### config.mk
export PLATFORM = sky130hd
export DESIGN_NAME = dma_line_writer
export DESIGN_NICKNAME = d
export VERILOG_FILES = /design/src/rtl/dma_writer_pkg.sv /design/src/rtl/dma_addr_gen.sv /design/src/rtl/dma_line_writer.sv
export SDC_FILE = /design/constraint.sdc
export NUM_CORES = 1
export LEC_CHECK = 0
export ABC_AREA = 1
export ABC_CLOCK_PERIOD_IN_PS = 2200
export BUFFER_PORTS_ARGS = -buffer_cell sky130_fd_sc_hd__buf_4
export CORE_MARGIN = 4
export CORE_UTILIZATION = 50
export DETAILED_ROUTE_END_ITERATION = 12
export PLACE_DENSITY = 0.78
export SETUP_SLACK_MARGIN = 0.02
export SLEW_MARGIN = 10
export SYNTH_ARGS = -nofsm -noshare
export SYNTH_HDL_FRONTEND = slang
export SYNTH_SLANG_ARGS = --single-unit
export TNS_END_PERCENT = 10
### constraint.sdc
create_clock -name clk -period 2.2 [get_ports clk]
set_input_delay 0.22 -clock clk [delete_from_list [all_inputs] [get_ports clk]]
set_output_delay 0.22 -clock clk [all_outputs]
set_load 0.02 [all_outputs]
### src/rtl/dma_writer_pkg.sv
// Shared types and helpers for the DMA line writer: FSM encoding,
// index-word field widths and the index-word packing function.
package dma_writer_pkg;

  typedef enum logic [1:0] {
    IDLE     = 2'd0,
    SYNC     = 2'd1,
    BURST    = 2'd2,
    LINE_END = 2'd3
  } state_t;

  localparam int IDX_BUF_W  = 5;
  localparam int IDX_LINE_W = 24;
  localparam int IDX_W      = IDX_BUF_W + IDX_LINE_W;

  // Build the CPU-visible index word: last completed buffer over line count.
  function automatic logic [IDX_W-1:0] idx_pack(input logic [IDX_BUF_W-1:0]  buf_idx,
                                                input logic [IDX_LINE_W-1:0] lines);
    return {buf_idx, lines};
  endfunction

endpackage

### src/rtl/dma_addr_gen.sv
// Buffer/line/word position tracking for the line writer. The byte address
// is kept as a register that steps one burst at a time; because lines and
// buffers are laid out back to back, stepping past the last burst of a line
// lands on the next line (or next buffer) base, and only the end of the
// ring needs an explicit jump back to BASE_ADDR.
module dma_addr_gen
  import dma_writer_pkg::*;
#(
  parameter int          LINE_WORDS    = 2048,
  parameter int          LINES_PER_BUF = 1024,
  parameter int          NUM_BUF       = 4,
  parameter int          BURST_LEN     = 16,
  parameter logic [31:0] BASE_ADDR     = 32'h0
) (
  input  logic                 clk,
  input  logic                 reset_n,
  input  logic                 beat_acc,
  input  logic                 line_end,
  output logic [31:0]          avm_address,
  output logic                 last_beat,
  output logic                 buf_wrap,
  output logic [IDX_BUF_W-1:0] cur_buf
);

  localparam int WORD_W = (LINE_WORDS > 1)    ? $clog2(LINE_WORDS)    : 1;
  localparam int LINE_W = (LINES_PER_BUF > 1) ? $clog2(LINES_PER_BUF) : 1;
  localparam int BUF_W  = (NUM_BUF > 1)       ? $clog2(NUM_BUF)       : 1;

  localparam logic [WORD_W-1:0] WORD_LAST   = WORD_W'(LINE_WORDS - 1);
  localparam logic [WORD_W-1:0] BURST_MASK  = WORD_W'(BURST_LEN - 1);
  localparam logic [LINE_W-1:0] LINE_LAST   = LINE_W'(LINES_PER_BUF - 1);
  localparam logic [BUF_W-1:0]  BUF_LAST    = BUF_W'(NUM_BUF - 1);
  localparam logic [31:0]       BURST_BYTES = 32'(BURST_LEN * 4);

  logic [WORD_W-1:0] word_ptr_r;
  logic [LINE_W-1:0] line_ptr_r;
  logic [BUF_W-1:0]  buf_ptr_r;
  logic [31:0]       addr_r;
  logic              burst_end_s;
  logic              ring_wrap_s;

  assign burst_end_s = ((word_ptr_r & BURST_MASK) == BURST_MASK);
  assign last_beat   = (word_ptr_r == WORD_LAST);
  assign buf_wrap    = (line_ptr_r == LINE_LAST);
  assign ring_wrap_s = buf_wrap & (buf_ptr_r == BUF_LAST);
  assign avm_address = addr_r;
  assign cur_buf     = IDX_BUF_W'(buf_ptr_r);

  // Word pointer within the line and burst-stepped byte address.
  always_ff @(posedge clk or negedge reset_n) begin
    if (!reset_n) begin
      word_ptr_r <= {WORD_W{1'b0}};
      addr_r     <= BASE_ADDR;
    end else if (beat_acc) begin
      if (last_beat) begin
        word_ptr_r <= {WORD_W{1'b0}};
      end else begin
        word_ptr_r <= word_ptr_r + WORD_W'(1);
      end
      if (burst_end_s) begin
        if (last_beat && ring_wrap_s) begin
          addr_r <= BASE_ADDR;
        end else begin
          addr_r <= addr_r + BURST_BYTES;
        end
      end else begin
        addr_r <= addr_r;
      end
    end else begin
      word_ptr_r <= word_ptr_r;
      addr_r     <= addr_r;
    end
  end

  // Line and buffer pointers advance once per completed line.
  always_ff @(posedge clk or negedge reset_n) begin
    if (!reset_n) begin
      line_ptr_r <= {LINE_W{1'b0}};
      buf_ptr_r  <= {BUF_W{1'b0}};
    end else if (line_end) begin
      if (buf_wrap) begin
        line_ptr_r <= {LINE_W{1'b0}};
        if (buf_ptr_r == BUF_LAST) begin
          buf_ptr_r <= {BUF_W{1'b0}};
        end else begin
          buf_ptr_r <= buf_ptr_r + BUF_W'(1);
        end
      end else begin
        line_ptr_r <= line_ptr_r + LINE_W'(1);
        buf_ptr_r  <= buf_ptr_r;
      end
    end else begin
      line_ptr_r <= line_ptr_r;
      buf_ptr_r  <= buf_ptr_r;
    end
  end

endmodule

### src/rtl/dma_line_writer.sv
// Streams scanner lines into a ring of SDRAM frame buffers through an
// Avalon-MM burst write master and publishes progress on dma_indexes.
// The stream handshake passes straight through to the Avalon write so a
// beat costs no extra cycle; the index word and line pulse are registered.
module dma_line_writer
  import dma_writer_pkg::*;
#(
  parameter int          LINE_WORDS    = 2048,
  parameter int          LINES_PER_BUF = 1024,
  parameter int          NUM_BUF       = 4,
  parameter int          BURST_LEN     = 16,
  parameter logic [31:0] BASE_ADDR     = 32'h0
) (
  input  logic             clk,
  input  logic             reset_n,
  input  logic             enable,
  input  logic [31:0]      st_data,
  input  logic             st_valid,
  input  logic             st_sop,
  output logic             st_ready,
  output logic [31:0]      avm_address,
  output logic [6:0]       avm_burstcount,
  output logic             avm_write,
  output logic [31:0]      avm_writedata,
  output logic [3:0]       avm_byteenable,
  input  logic             avm_waitrequest,
  output logic [IDX_W-1:0] dma_indexes,
  output logic             line_irq
);

  state_t                 state_r;
  state_t                 next_state_s;
  logic                   st_ready_s;
  logic                   avm_write_s;
  logic                   beat_acc_s;
  logic                   line_end_s;
  logic                   line_done_s;
  logic                   last_beat_s;
  logic                   buf_wrap_s;
  logic [IDX_BUF_W-1:0]   cur_buf_s;
  logic [IDX_W-1:0]       dma_idx_r;
  logic                   line_irq_r;

  dma_addr_gen #(
    .LINE_WORDS    (LINE_WORDS),
    .LINES_PER_BUF (LINES_PER_BUF),
    .NUM_BUF       (NUM_BUF),
    .BURST_LEN     (BURST_LEN),
    .BASE_ADDR     (BASE_ADDR)
  ) u_addr_gen (
    .clk         (clk),
    .reset_n     (reset_n),
    .beat_acc    (beat_acc_s),
    .line_end    (line_end_s),
    .avm_address (avm_address),
    .last_beat   (last_beat_s),
    .buf_wrap    (buf_wrap_s),
    .cur_buf     (cur_buf_s)
  );

  assign st_ready       = st_ready_s;
  assign avm_write      = avm_write_s;
  assign avm_writedata  = st_data;
  assign avm_burstcount = 7'(BURST_LEN);
  assign avm_byteenable = 4'hF;
  assign line_done_s    = beat_acc_s & last_beat_s;
  assign dma_indexes    = dma_idx_r;
  assign line_irq       = line_irq_r;

  // FSM state register.
  always_ff @(posedge clk or negedge reset_n) begin
    if (!reset_n) begin
      state_r <= IDLE;
    end else begin
      state_r <= next_state_s;
    end
  end

  // Next-state logic and handshake muxing between stream and Avalon.
  always_comb begin
    next_state_s = state_r;
    st_ready_s   = 1'b0;
    avm_write_s  = 1'b0;
    beat_acc_s   = 1'b0;
    line_end_s   = 1'b0;
    case (state_r)
      IDLE: begin
        if (enable) begin
          next_state_s = SYNC;
        end else begin
          next_state_s = IDLE;
        end
      end
      SYNC: begin
        // Drop words until a start-of-line, which is held for BURST.
        st_ready_s = ~(st_valid & st_sop);
        if (!enable) begin
          next_state_s = IDLE;
        end else if (st_valid && st_sop) begin
          next_state_s = BURST;
        end else begin
          next_state_s = SYNC;
        end
      end
      BURST: begin
        avm_write_s = st_valid;
        st_ready_s  = ~avm_waitrequest;
        beat_acc_s  = st_valid & ~avm_waitrequest;
        if (beat_acc_s && last_beat_s) begin
          next_state_s = LINE_END;
        end else begin
          next_state_s = BURST;
        end
      end
      LINE_END: begin
        line_end_s = 1'b1;
        if (enable) begin
          next_state_s = SYNC;
        end else begin
          next_state_s = IDLE;
        end
      end
      default: begin
        next_state_s = IDLE;
      end
    endcase
  end

  // Index word and line pulse, updated on the clock after a line's final beat.
  always_ff @(posedge clk or negedge reset_n) begin
    if (!reset_n) begin
      dma_idx_r  <= {IDX_W{1'b0}};
      line_irq_r <= 1'b0;
    end else begin
      line_irq_r <= line_done_s;
      if (line_done_s) begin
        dma_idx_r <= idx_pack(buf_wrap_s ? cur_buf_s : dma_idx_r[IDX_W-1:IDX_LINE_W],
                              dma_idx_r[IDX_LINE_W-1:0] + IDX_LINE_W'(1));
      end else begin
        dma_idx_r <= dma_idx_r;
      end
    end
  end

endmodule
; Yosys cells after proc, flatten, opt, wreduce, memory -nomap -nowiden
; Index checks and enable logic that the tools add are counted.
[totals]
regBits = 84
[op_classes]
bitwise = 6
add_sub_neg = 5
reduce_logical = 8
eq_ne = 7
mux = 13
[ops]
columns = cell, n
row1 = 32-bit by 7-bit adder with 32-bit output (second input constant), 1
row2 = 32-bit 2-to-1 mux, 1
row3 = 24-bit by 1-bit adder with 24-bit output (second input constant), 1
row4 = 11-bit by 1-bit adder with 11-bit output (second input constant), 1
row5 = 11-bit == test (second input constant), 1
row6 = 11-bit 2-to-1 mux, 1
row7 = 10-bit by 1-bit adder with 10-bit output (second input constant), 1
row8 = 10-bit == test (second input constant), 1
row9 = 10-bit 2-to-1 mux, 1
row10 = 2-bit == test (second input constant), 3
row11 = 2-bit 2-to-1 mux, 3
row12 = 2-bit one-hot mux with 3 select lines, 1
row13 = 2-bit AND reduction, 3
row14 = 1-bit 2-to-1 mux, 5
row15 = 1-bit bitwise AND, 4
row16 = 4-bit == test (second input constant), 1
row17 = 1-bit logical AND, 3
row18 = 2-bit by 1-bit adder with 2-bit output (second input constant), 1
row19 = 2-bit by 1-bit == test with 1-bit output (second input constant), 1
row20 = 2-bit logical NOT, 1
row21 = 1-bit NOT, 2
row22 = 1-bit one-hot mux with 2 select lines, 1
row23 = 2-bit OR reduction, 1

; Depth between registers and ports, before layout
[depth]
ltp_word = 5
mapped_depth = 11

; Cells and area by module
; A second synthesis with hierarchy kept.
[unflattened]
cells_unflattened = 620
area_unflattened_um2 = 4839.6
[modules_own_cells]
columns = mod, seq_area_each_um2, area_each_um2, instances, cells_each
row1 = dma_addr_gen, 1226.2, 2819.0, 1, 372
row2 = dma_line_writer, 800.8, 2020.7, 1, 248

; Least setup slack after synthesis
; No wires, ideal clock.
[synth_path]
path_type = register to register
start = register state_r[0]
end = register dma_idx_r[16] (netlist: dma_indexes[16])
t_arrival_ns = 1.505
path_buffers = 0
t_required_ns = 2.078
slack_ns = 0.573
synth_period_minus_slack_ns = 1.627
stages_incl_launch_ff = 9
path_cell_list = dfrtp_1 > inv_1 > ha_1 > nand3_4 > nor2_2 > nand3_2 > nor2_4 > nand2_1 > xor2_1
[synth_via]
elab_chain_cells = 3
[synth_lines]
columns = element, line_no
row1 = "start, declared", dma_line_writer.sv:31  ; state_t state_r;
row2 = "start signal, assigned", dma_line_writer.sv:75  ; state_r <= next_state_s;
row3 = 2-bit == test, dma_line_writer.sv:86  ; case (state_r)
row4 = 1-bit 2-to-1 mux, dma_line_writer.sv:86
row5 = 1-bit bitwise AND, dma_line_writer.sv:66  ; assign line_done_s = beat_acc_s & last_beat_s;
row6 = "end signal, assigned", dma_line_writer.sv:132  ; dma_idx_r <= {IDX_W{1'b0}};
row7 = "end signal, assigned", dma_line_writer.sv:137  ; dma_idx_r <= idx_pack(buf_wrap_s ? cur_buf_s : dma_idx_r[IDX_W-1:IDX_LINE_W],
row8 = "end signal, assigned", dma_line_writer.sv:140  ; dma_idx_r <= dma_idx_r;
row9 = "end, declared", dma_line_writer.sv:41  ; logic [IDX_W-1:0] dma_idx_r;
; Every way passes these cells.
; A chain may end at the register's enable or synchronous reset.

; Worst setup path after layout
[layout_path]
start = register state_r[0]
end = register u_addr_gen.addr_r[20] (netlist: u_addr_gen.avm_address[20])
[layout_via]
elab_chain_cells = 3
[layout_lines]
columns = element, line_no
row1 = 2-bit == test, dma_line_writer.sv:86
row2 = 1-bit 2-to-1 mux, dma_line_writer.sv:86
row3 = 2-bit AND reduction (no source line), -
row4 = "end signal, assigned", dma_addr_gen.sv:64  ; addr_r <= addr_r + BURST_BYTES;
row5 = "end signal, assigned", dma_addr_gen.sv:67  ; addr_r <= addr_r;
row6 = "end signal, assigned", dma_addr_gen.sv:71  ; addr_r <= addr_r;
row7 = "end, declared", dma_addr_gen.sv:38  ; logic [31:0] addr_r;
; Every way passes these cells.

==> flow_metrics.py <==
metrics = {
    "sta": {
        "tightest_slew_ns": 0.596,
        "fin_skew_ns": 0.0134,
        "rsz0062_at_grt": "false",
        "period_share": 0.880,
        "slew_headroom": 0.603,
        "finalHoldViolations": 0,
        "period_needed_ns": 1.94,
        "tns_ns": 0,
        "finalSetupViolCount": 0,
        "fmaxAchievable_mhz": 516,
        "holdWs_ns": 0.129,
        "final_max_slew_viol_count": 0,
    },
    "critical_path": {
        "crit_type": "reg -> reg",
        "cp_max_fo": 16,
        "cp-end-kind": "flip-flop",
        "regToRegStartpoint": "state_r[0]$_DFF_PN0_",
        "r2r_cells": 8,
        "cp-start-kind": "flip-flop",
        "r2r_slack_ns": 0.26,
        "worstSetupStartpoint": "state_r[0]$_DFF_PN0_",
        "arrival_ns": 2.17,
        "cp.required_ns": 2.44,
        "endpoint": "u_addr_gen.avm_address[20]$_DFFE_PN0P_",
        "path_cells": "inv_1 -> ha_1 -> nand3_4 -> nor2_4 -> buf_4 -> nand2_1 -> nor3b_1 -> nor2_1",
        "critPathMaxStageDelay_ns": 0.43,
        "crit_slowest_cell": "dfrtp_1",
        "r2r-end": "u_addr_gen.avm_address[20]$_DFFE_PN0P_",
    },
    "final_layout": {
        "drive_above_1_share": 0.148,
        "final_cell_area_um2": 5310,
        "nets": 730,
        "layoutNonFillerInstCount": 817,
        "utilization": 0.569,
        "antenna_cells": 0,
        "layout_commonest_cell": "nand2_1",
        "syn2layout_area_growth_pct": 9.95,
        "most-common-layout-cells": "168 x nand2_1, 82 x nor2_1, 78 x dfrtp_1",
    },
    "yosys": {
        "synth_area_um2": 4830,
        "synthTopCellsByArea": "dfrtp_1 40%, nand2_1 13%, buf_4 8.2%, nor2_1 6.4%, inv_1 5.9%",
        "synth.avg_cell_area_um2": 7.48,
        "yosys.area_share.adder": 0.0233,
        "yosysTopAreaCell": "dfrtp_1",
        "yosys.area_share.simple": 0.339,
        "synth_top_area_frac": 0.404,
        "synth_xor_area_frac": 0.0417,
        "synth_seq_cells": 78,
        "ys_warn_count": 0,
        "synth_cell_types": 30,
        "synth_seq_area_share": 0.404,
        "synth_top_family_by_area": "simple AND/OR/NAND/NOR gates",
        "synthMuxAreaShare": 0,
        "syn_inst": 646,
        "synth_compound_area_frac": 0.0407,
    },
    "detailed_routing": {
        "viasPerCell": 5.00,
        "route.detailed.drc": 0,
        "wl_mm": 10.2,
        "wl_per_cell_um": 12.5,
        "vias": 4085,
        "drt-initial-drc-count": 196,
        "antenna_left": 0,
        "dr.pass1.iters": 6,
    },
    "clocking": {
        "insertion_delay_ns": 0.36,
        "path_clk_slew_ns": 0.08,
        "cts.sinks": 78,
        "cts_buffers": 9,
        "cts_tree": "done",
        "root_buffer": "clkbuf_8",
        "cts_setup_buffers": 0,
        "cts_buffer_depth": 2,
        "htreeDepth": 3,
    },
    "min_path": {
        "hp-class": "in -> reg",
        "hold_path_startpoint": "enable",
    },
    "floorplan": {
        "row_count": 35,
        "die_x_um": 106,
        "ios": 145,
        "core_um2": 9330,
        "fp.dieH_um": 106,
        "start_util": 0.518,
        "die-area_um2": 11300,
    },
    "pwr": {
        "pwr-share-comb": 0.102,
        "pwr-share-clk": 0.359,
        "power_density_nw_per_um2": 547,
        "netSwitchingFraction": 0.271,
        "p_leak_nw": 2.67,
        "seqPwrFrac": 0.539,
        "p_switching_mw": 0.787,
        "peakVddDrop_v": 0.000354,
        "intPower_mw": 2.12,
    },
    "global_routing": {
        "grt_pass1_wl_mm": 17.8,
        "antenna_found_initial": 0,
        "grt.overflow.total": 0,
        "track_usage": 0.191,
        "first_global_vias": 3949,
        "grt_start_max_net_pins": 47,
    },
    "placed_design": {
        "globalplace.congestion": 0.894,
        "place_area_um2": 5120,
        "portBuffers": 60,
        "dp_cells": 800,
        "hpwl_mm": 7.83,
    },
    "status": {
        "status": "finished clean",
    },
    "job": {
        "maxCapViolCount": 0,
    },
}
## cells by family after synthesis
family	Yosys count
AOI/OAI and AO/OA	36
xor gates and xnor gates	23
adders and majority gates	9
buffers and inverters	135
DFF	78
other	2
and+or+nand+nor	363
## power by group through the flow
| stage | Combinational [mW] | Clock [mW] | Sequential [mW] |
|---|---|---|---|
| global route | 0.337 | 1.13 | 1.57 |
| global placement | 0.287 | 0 | 1.59 |
| CTS | 0.302 | 1.06 | 1.56 |
| detailed placement | 0.300 | 0 | 1.59 |
| finish | 0.297 | 1.04 | 1.56 |
| floorplan | 0.282 | 0 | 1.60 |
## timing repair
action | in CTS | in global routing
resized for setup | 0 | 0
hold buffers | 1 | 0
hold endpoints to repair | 45 | 0
## metal layers
metal / share of wire / global-route usage / vias up / wire length (um)
li1: - / - / 2034 / -
met1: 0.45 / 0.248 / 1909 / 4590
met2: 0.48 / 0.319 / 118 / 4910
met3: 0.056 / 0.0364 / 24 / 571
met4: 0.018 / 0.0657 / 0 / 181
met5: 0 / 0 / - / 0
## worst max-delay path: cells and delay by family (launching register included)
kind	cells	cell delay (ns)
buf+inv	2	0.34
flops	1	0.43
simple gates	5	0.81
fa+ha+maj	1	0.24
## worst min-delay path by stage
stage                                                 end  cells past startpoint
CTS                                  state_r[0]$_DFF_PN0_                      3
finish                               state_r[0]$_DFF_PN0_                      3
floorplan                      dma_indexes[0]$_DFFE_PN0P_                      0
detailed placement  u_addr_gen.avm_address[8]$_DFFE_PN0P_                      1
global placement    u_addr_gen.avm_address[7]$_DFFE_PN0P_                      1
global route                         state_r[0]$_DFF_PN0_                      3
## synth_stat cells
library cell	count
nand2_1	168
nor2_1	82
dfrtp_1	78
inv_1	76
buf_4	53
nand3_1	49
nand4_1	19
o21ai_0	15
a21oi_1	14
xor2_1	13
nor3_1	11
xnor2_1	10
ha_1	9
nand3b_1	8
nor2_2	7
nor2_4	6
o21bai_1	6
nand2_2	4
and2_1	2
buf_6	2
conb_1	2
inv_2	2
nand3_2	2
nor3b_1	2
buf_2	1
clkinv_2	1
nand3_4	1
nand3b_2	1
o22ai_1	1
or2_2	1
## cell type report
cell class / instances / area, um^2
clock inverters: 5 / 50.0
inverters: 79 / 298
clock buffers: 11 / 131
multi-input cells: 451 / 2220
well taps: 129 / 161
fillers: 845 / 4020
repair buffers: 64 / 495
flip-flops and latches: 78 / 1950
## through the flow
stage / setup WS [ns] / total power, mW
CTS: 0.269 / 2.92
finish: 0.264 / 2.90
floorplan: 0.573 / 1.88
detailed placement: 0.297 / 1.89
global route: 0.0698 / 3.05
global placement: 0.399 / 1.88
## flip-flops by register name, summed over array words and instances, names as in the netlist
name and cells:
u_addr_gen.word_ptr_r 11, line_irq 1, dma_indexes 26, u_addr_gen.line_ptr_r 10
u_addr_gen.buf_ptr_r 2, u_addr_gen.avm_address 26, state_r 2
(Power assumes the default switching activity.)
